--- src/rtl/mw_writeback_pkg.sv ---
// Shared definitions for the writeback stage: opcodes, fixed destination
// registers, FSM state and write-data source encodings.
package mw_writeback_pkg;

    localparam logic [4:0] OP_ALU  = 5'b00000;
    localparam logic [4:0] OP_ADDI = 5'b00101;
    localparam logic [4:0] OP_LW   = 5'b01000;
    localparam logic [4:0] OP_JAL  = 5'b00011;
    localparam logic [4:0] OP_SETX = 5'b10101;

    localparam logic [4:0] REG_RA      = 5'd31;
    localparam logic [4:0] REG_RSTATUS = 5'd30;

    typedef enum logic {
        ST_IDLE,
        ST_PENDING
    } wb_state_t;

    // Source of the pipeline write data
    typedef enum logic [1:0] {
        SEL_O,
        SEL_D,
        SEL_T
    } wb_sel_t;

endpackage

--- src/rtl/mw_writeback_if.sv ---
// Multdiv completion bus: result delivery from the multdiv unit plus the
// writeback stage's occupancy/overrun status returned to it.
interface mw_writeback_if;
    logic        md_ready;
    logic [31:0] md_result;
    logic [4:0]  md_rd;
    logic        md_busy;
    logic        md_overrun;

    modport master (
        output md_ready, md_result, md_rd,
        input  md_busy, md_overrun
    );

    modport slave (
        input  md_ready, md_result, md_rd,
        output md_busy, md_overrun
    );
endinterface

--- src/rtl/wb_decode.sv ---
// Writeback instruction decode: which register the pipeline writes and
// where the data comes from. Writes targeting r0 are dropped here.
module wb_decode
    import mw_writeback_pkg::*;
(
    input  logic [4:0] ir_op,
    input  logic [4:0] ir_rd,
    output logic       pipe_we,
    output logic [4:0] pipe_rd,
    output wb_sel_t    sel
);

    logic       we_raw;
    logic [4:0] rd_raw;

    // Opcode to destination/source mapping
    always_comb begin
        we_raw = 1'b0;
        rd_raw = '0;
        sel    = SEL_O;
        case (ir_op)
            OP_ALU, OP_ADDI: begin
                we_raw = 1'b1;
                rd_raw = ir_rd;
            end
            OP_LW: begin
                we_raw = 1'b1;
                rd_raw = ir_rd;
                sel    = SEL_D;
            end
            OP_JAL: begin
                we_raw = 1'b1;
                rd_raw = REG_RA;
            end
            OP_SETX: begin
                we_raw = 1'b1;
                rd_raw = REG_RSTATUS;
                sel    = SEL_T;
            end
            default: ;
        endcase
    end

    assign pipe_we = we_raw && (rd_raw != '0);
    assign pipe_rd = rd_raw;

endmodule

--- src/rtl/mw_writeback.sv ---
// Writeback stage: arbitrates the single register-file write port between
// pipeline writes and late multdiv results (1-entry pending buffer), keeps a
// registered copy of the last write for W->D bypass and requests a
// front-end freeze when a buffered multdiv result waits too long.
module mw_writeback
    import mw_writeback_pkg::*;
#(
    parameter int unsigned STALL_AFTER = 2
) (
    input  logic                 clk,
    input  logic                 rst_n,
    input  logic [31:0]          o_in,
    input  logic [31:0]          d_in,
    input  logic [31:0]          ir_in,
    mw_writeback_if.slave        md,
    output logic                 rf_we,
    output logic [4:0]           rf_rd,
    output logic [31:0]          rf_data,
    output logic                 byp_valid,
    output logic [4:0]           byp_rd,
    output logic [31:0]          byp_data,
    output logic                 fe_stall
);

    wb_state_t   state;
    logic [4:0]  buf_rd;
    logic [31:0] buf_data;
    logic [2:0]  wait_cnt;
    logic        overrun;

    logic        pipe_we;
    logic [4:0]  pipe_rd;
    wb_sel_t     pipe_sel;
    logic [31:0] pipe_data;
    logic        md_valid;
    logic        pending;

    wb_decode u_decode (
        .ir_op   (ir_in[31:27]),
        .ir_rd   (ir_in[26:22]),
        .pipe_we (pipe_we),
        .pipe_rd (pipe_rd),
        .sel     (pipe_sel)
    );

    // A multdiv result aimed at r0 is discarded outright
    assign md_valid = md.md_ready && (md.md_rd != '0);
    assign pending  = (state == ST_PENDING);

    // Pipeline write data source select
    always_comb begin
        pipe_data = o_in;
        case (pipe_sel)
            SEL_D:   pipe_data = d_in;
            SEL_T:   pipe_data = {5'b0, ir_in[26:0]};
            default: pipe_data = o_in;
        endcase
    end

    // Write-port arbitration: pipe, then buffer drain, then direct multdiv.
    // A new result arriving while PENDING replaces the buffer instead of
    // draining it, so the older result is never written.
    always_comb begin
        rf_we   = 1'b0;
        rf_rd   = '0;
        rf_data = '0;
        if (rst_n) begin
            if (pipe_we) begin
                rf_we   = 1'b1;
                rf_rd   = pipe_rd;
                rf_data = pipe_data;
            end else if (pending && !md_valid) begin
                rf_we   = 1'b1;
                rf_rd   = buf_rd;
                rf_data = buf_data;
            end else if (!pending && md_valid) begin
                rf_we   = 1'b1;
                rf_rd   = md.md_rd;
                rf_data = md.md_result;
            end
        end
    end

    // Pending-buffer FSM with wait counter and sticky overrun flag
    always_ff @(posedge clk or negedge rst_n) begin
        if (!rst_n) begin
            state    <= ST_IDLE;
            buf_rd   <= '0;
            buf_data <= '0;
            wait_cnt <= '0;
            overrun  <= 1'b0;
        end else begin
            case (state)
                ST_IDLE: begin
                    if (md_valid && pipe_we) begin
                        buf_rd   <= md.md_rd;
                        buf_data <= md.md_result;
                        wait_cnt <= '0;
                        state    <= ST_PENDING;
                    end
                end
                ST_PENDING: begin
                    if (md_valid) begin
                        buf_rd   <= md.md_rd;
                        buf_data <= md.md_result;
                        overrun  <= 1'b1;
                        if (wait_cnt != 3'd7)
                            wait_cnt <= wait_cnt + 3'd1;
                    end else if (!pipe_we) begin
                        wait_cnt <= '0;
                        state    <= ST_IDLE;
                    end else if (wait_cnt != 3'd7) begin
                        wait_cnt <= wait_cnt + 3'd1;
                    end
                end
                default: state <= ST_IDLE;
            endcase
        end
    end

    // W->D bypass copy of the write performed this cycle
    always_ff @(posedge clk or negedge rst_n) begin
        if (!rst_n) begin
            byp_valid <= 1'b0;
            byp_rd    <= '0;
            byp_data  <= '0;
        end else begin
            byp_valid <= rf_we;
            byp_rd    <= rf_rd;
            byp_data  <= rf_data;
        end
    end

    assign md.md_busy    = pending;
    assign md.md_overrun = overrun;
    assign fe_stall      = pending && ({29'b0, wait_cnt} >= STALL_AFTER);

endmodule

--- src/flat_wrapper.sv ---
// flat-port wrapper written by rule: the top's interface ports become plain ports
module mw_writeback_flat import mw_writeback_pkg::*;
#(
    parameter int unsigned STALL_AFTER = 2
)
  (clk, rst_n, o_in, d_in, ir_in, rf_we, rf_rd, rf_data, byp_valid, byp_rd, byp_data, fe_stall, md_md_ready, md_md_result, md_md_rd, md_md_busy, md_md_overrun);
  mw_writeback_if md_i ();
  input  logic clk;
  input  logic rst_n;
  input  logic [31:0] o_in;
  input  logic [31:0] d_in;
  input  logic [31:0] ir_in;
  output logic rf_we;
  output logic [4:0] rf_rd;
  output logic [31:0] rf_data;
  output logic byp_valid;
  output logic [4:0] byp_rd;
  output logic [31:0] byp_data;
  output logic fe_stall;
  input wire logic [$bits(md_i.md_ready)-1:0] md_md_ready;
  input wire logic [$bits(md_i.md_result)-1:0] md_md_result;
  input wire logic [$bits(md_i.md_rd)-1:0] md_md_rd;
  output wire logic [$bits(md_i.md_busy)-1:0] md_md_busy;
  output wire logic [$bits(md_i.md_overrun)-1:0] md_md_overrun;
  assign md_i.md_ready = md_md_ready;
  assign md_i.md_result = md_md_result;
  assign md_i.md_rd = md_md_rd;
  assign md_md_busy = md_i.md_busy;
  assign md_md_overrun = md_i.md_overrun;
  mw_writeback #(.STALL_AFTER(STALL_AFTER)) u_core (.clk(clk), .rst_n(rst_n), .o_in(o_in), .d_in(d_in), .ir_in(ir_in), .md(md_i), .rf_we(rf_we), .rf_rd(rf_rd), .rf_data(rf_data), .byp_valid(byp_valid), .byp_rd(byp_rd), .byp_data(byp_data), .fe_stall(fe_stall));
endmodule
--- config.mk ---
export PLATFORM = sky130hd
export DESIGN_NAME = mw_writeback_flat
export DESIGN_NICKNAME = d
export VERILOG_FILES = /design/src/rtl/mw_writeback_pkg.sv /design/src/rtl/mw_writeback_if.sv /design/src/rtl/wb_decode.sv /design/src/rtl/mw_writeback.sv /design/src/flat_wrapper.sv
export SDC_FILE = /design/constraint.sdc
export NUM_CORES = 1
export LEC_CHECK = 0
export BUFFER_PORTS_ARGS = -buffer_cell sky130_fd_sc_hd__buf_2
export CORE_MARGIN = 4
export CORE_UTILIZATION = 47
export DETAILED_ROUTE_END_ITERATION = 6
export GPL_TIMING_DRIVEN = 1
export PLACE_DENSITY = 0.76
export SETUP_SLACK_MARGIN = 0.02
export SYNTH_ARGS = -nofsm -noshare
export SYNTH_HDL_FRONTEND = slang
export SYNTH_SLANG_ARGS = --single-unit
--- constraint.sdc ---
create_clock -name clk -period 3.4 [get_ports clk]
set_input_delay 0.68 -clock clk [delete_from_list [all_inputs] [get_ports clk]]
set_output_delay 0.68 -clock clk [all_outputs]
set_load 0.05 [all_outputs]
==> metrics.log <==
INFO  metric outcome = complete, no violations
INFO  metric reg2reg_from = u_core.md.md_busy
INFO  metric skew = 0.0134 ns
INFO  metric synth.ff_latch_count = 80
INFO  metric critPathMaxFanout = 8
INFO  metric timing_max_transition_violations_final = 0
INFO  metric clock_power_share = 24.0%
INFO  metric mappedNetlistArea = 0.00464 mm^2
INFO  metric die_area = 0.0115 mm^2
INFO  metric grt_util_all_layers = 27.9%
INFO  metric yosys_most_used_dff = sky130_fd_sc_hd__dfrtp_1
INFO  metric share_seq_of_total_power = 40.7%
INFO  metric postLayoutCoreUtil = 77.6%
INFO  metric placed_cell_area = 0.00650 mm^2
INFO  metric port-buffer-count = 214
INFO  metric multi_input_comb_area = 0.00311 mm^2
INFO  metric drtPass1Iterations = 4
INFO  metric maxSlewHeadroom = 53.9%
INFO  metric ant_nets = 0
INFO  metric boundaryPins = 215
INFO  metric timing.setup.critical_path_class = input pin to output port
INFO  metric yosys.area.top_type_share = 43.2%
INFO  metric worstPathRequired = 2.72 ns
INFO  metric netSwitchingPower = 1.19 mW
INFO  metric post-route-min-period = 3.37 ns
INFO  metric max_cap_viol = 0
INFO  metric classification_of_the_worst_slack_hold_path = input pin to asynchronous set/reset pin
INFO  metric global_route.overflow_total = 0
INFO  metric fin_area = 0.00731 mm^2
INFO  metric htreeDepth = 3
INFO  metric die_y = 107 um
INFO  metric antenna_cells = 0
INFO  metric final_hold_violations = 0
INFO  metric synth-edff-count = 0
INFO  metric synth.largest_area_cell = sky130_fd_sc_hd__dfrtp_1
INFO  metric period_share = 99.0%
INFO  metric holdBufCountCts = 0
INFO  metric syn_inst = 481
INFO  metric nets_final = 850
INFO  metric finalHoldWorstSlack = 0.150 ns
INFO  metric gp_congestion = 0.872
INFO  metric cts-buffers-inserted = 9
INFO  metric layout-drive-gt1-share = 55.5%
INFO  metric final_instance_count_excl_fillers = 844
INFO  metric dr.first_iter.drc_count = 290
INFO  metric p_comb_share = 35.4%
INFO  metric regArea = 0.00200 mm^2
INFO  metric routed_via_density = 5.83
INFO  metric post-route-worst-setup-slack = 0.0344 ns
INFO  metric reg2reg_slack = 1.37 ns
INFO  metric avgSynthCellArea = 9.64 um^2
INFO  metric clkTransAtPathRegs = 0.09 ns
INFO  metric crit_path_start = ir_in[27]
INFO  metric finalSetupViolCount = 0
INFO  metric post_synth_num_cell_types = 50
INFO  metric core_area = 0.00942 mm^2
INFO  metric leakage_power_figure = 3.39 nW
INFO  metric leading_cell_types_by_total_area_after_synthesis = sky130_fd_sc_hd__dfrtp_1 (43%), sky130_fd_sc_hd__a211oi_1 (8.9%), sky130_fd_sc_hd__mux2_1 (7.3%), sky130_fd_sc_hd__a221o_1 (5.8%), sky130_fd_sc_hd__nand2_1 (4.9%)
INFO  metric fin_tns_setup = 0 ns
INFO  metric start_util = 49.3%
INFO  metric swShare = 36.9%
INFO  metric die_w = 107 um
INFO  metric max-vdd-ir-drop = 0.253 mV
INFO  metric power.density = 442 mW/mm^2
INFO  metric drt-wirelength-per-cell = 20.1 um
INFO  metric cellInternalPower = 2.04 mW
INFO  metric grt_setup_unrepaired = true
INFO  metric detailedPlacementHpwl = 12100 um
INFO  metric tritoncts = built
INFO  metric initial_antenna_violation_count = 0
INFO  metric numClockSinks = 80
INFO  metric worst-endpoint-arrival = 2.69 ns
INFO  metric critical_path.endpoint_type = output port
INFO  metric wirelength = 17000 um
INFO  metric reg2reg_to = u_core.byp_data[22]
INFO  metric number_of_global_route_vias_before_repair = 4999
INFO  metric synthesis.yosys.warnings = 0
INFO  metric via_count = 4921
INFO  metric finalPower = 3.23 mW
INFO  metric detailedPlace.worstSlack = -0.224 ns
INFO  metric synth_seq_area_share = 43.2%
INFO  metric maximum_clock_frequency = 0.297 GHz
INFO  metric start_kind = input pin
INFO  metric final.fill_count = 646
INFO  metric area_growth = 57.5%
INFO  metric post_synthesis_net_count = 621
INFO  metric cell_at_the_root_of_the_clock_tree = sky130_fd_sc_hd__clkbuf_8
INFO  metric row_count = 35
INFO  metric place_inst = 818
INFO  metric max-clock-path-buffers = 2
INFO  metric worst-slew-pin-transition = 0.692 ns
INFO  metric grt_pass1_wl = 25100 um
INFO  metric drc = 0
INFO  metric grt_max_degree = 53
INFO  metric rr_worst_depth = 8
INFO  metric clkLatencyLatePin = 0.36 ns
INFO  metric synth-async-reset-ratio = 100%
## Yosys cell counts (all sizes together) (3+ instances only)
master and instances:
a211oi 56, a21oi 34, a221o 27, a22o 5, a31oi 3, and3 25, buf 11, clkbuf 36
dfrtp 80, ha 4, inv 8, mux2 37, mux2i 6, nand2 61, nor2 35, nor3 3
o21ai 13, o22ai 3, o32ai 3, or2 3
## layout by cell type (no fill, tap or decap), drive strengths merged, types with 5 or more instances in the layout
master  count
a21oi      34
and3       25
a22o        5
mux2       37
a221o      27
nor2       35
dfrtp      80
nand2      61
buf       263
clkbuf     13
o21ai      13
a211oi     56
inv         7
mux2i       6
## timing repair
action / 4_1_cts / 5_1_grt
pin swaps: 1 / 6
setup endpoints to repair: 28 / 38
resized for setup: 36 / 118
buffers inserted: 0 / 10
## registers in the layout (all words and copies together), names as in the netlist
| signal | flops |
|---|---|
| u_core.buf_rd | 5 |
| u_core.wait_cnt | 3 |
| u_core.byp_data | 32 |
| u_core.buf_data | 32 |
| u_core.byp_rd | 5 |
| u_core.md.md_overrun | 1 |
| u_core.byp_valid | 1 |
| u_core.md.md_busy | 1 |
## power groups by stage
stage               clock (mW)  combinational [mW]  sequential, mW
floorplan                    0               0.591            1.41
global placement             0                1.01            1.28
detailed placement           0                1.04            1.30
CTS                      0.790                1.06            1.29
global route             0.834                1.21            1.33
finish                   0.775                1.14            1.31
## critical path, cell delays in order
cell	delay, ns
sky130_fd_sc_hd__buf_2	0.15
sky130_fd_sc_hd__or4b_1	0.55
sky130_fd_sc_hd__o22ai_2	0.26
sky130_fd_sc_hd__nor4_4	0.09
sky130_fd_sc_hd__buf_4	0.15
sky130_fd_sc_hd__a21oi_2	0.16
sky130_fd_sc_hd__buf_12	0.17
sky130_fd_sc_hd__mux2i_2	0.26
sky130_fd_sc_hd__buf_6	0.19
## cell type report
type                       count  area share, %
multi-input combinational    346           42.6
sequential                    80           27.4
timing repair buffer         265           24.4
tap                          129           2.21
clock buffer                  11           1.80
clock inverter                 5           1.11
inverter                       8          0.428
## metal layers
metal  vias up  global-route usage [%]  share of wire [%]
met5         -                       0                  0
met4         0                    9.38                1.7
met3        27                    6.18                7.2
met2       240                    50.1                 53
met1      2425                    32.9                 38
li1       2229                       -                  -
## cell families after synthesis
logic type / count (synthesis) / share of synthesized area (%)
AOI/OAI and AO/OA: 157 / 25.8
and+or+nand+nor: 141 / 14.4
DFF: 80 / 43.2
buffers and inverters: 55 / 5.13
muxes: 43 / 10.3
adders and majority gates: 4 / 1.08
xor gates and xnor gates: 1 / 0.189
## worst max-delay path by stage
stage | depth (start not counted) | end
3_5_place_dp | 8 | rf_data[19]
3_3_place_gp | 8 | rf_data[9]
5_1_grt | 9 | rf_data[28]
4_1_cts | 12 | rf_data[19]
6_report | 9 | rf_data[28]
2_1_floorplan | 7 | rf_data[27]
(Power assumes the default switching activity.)
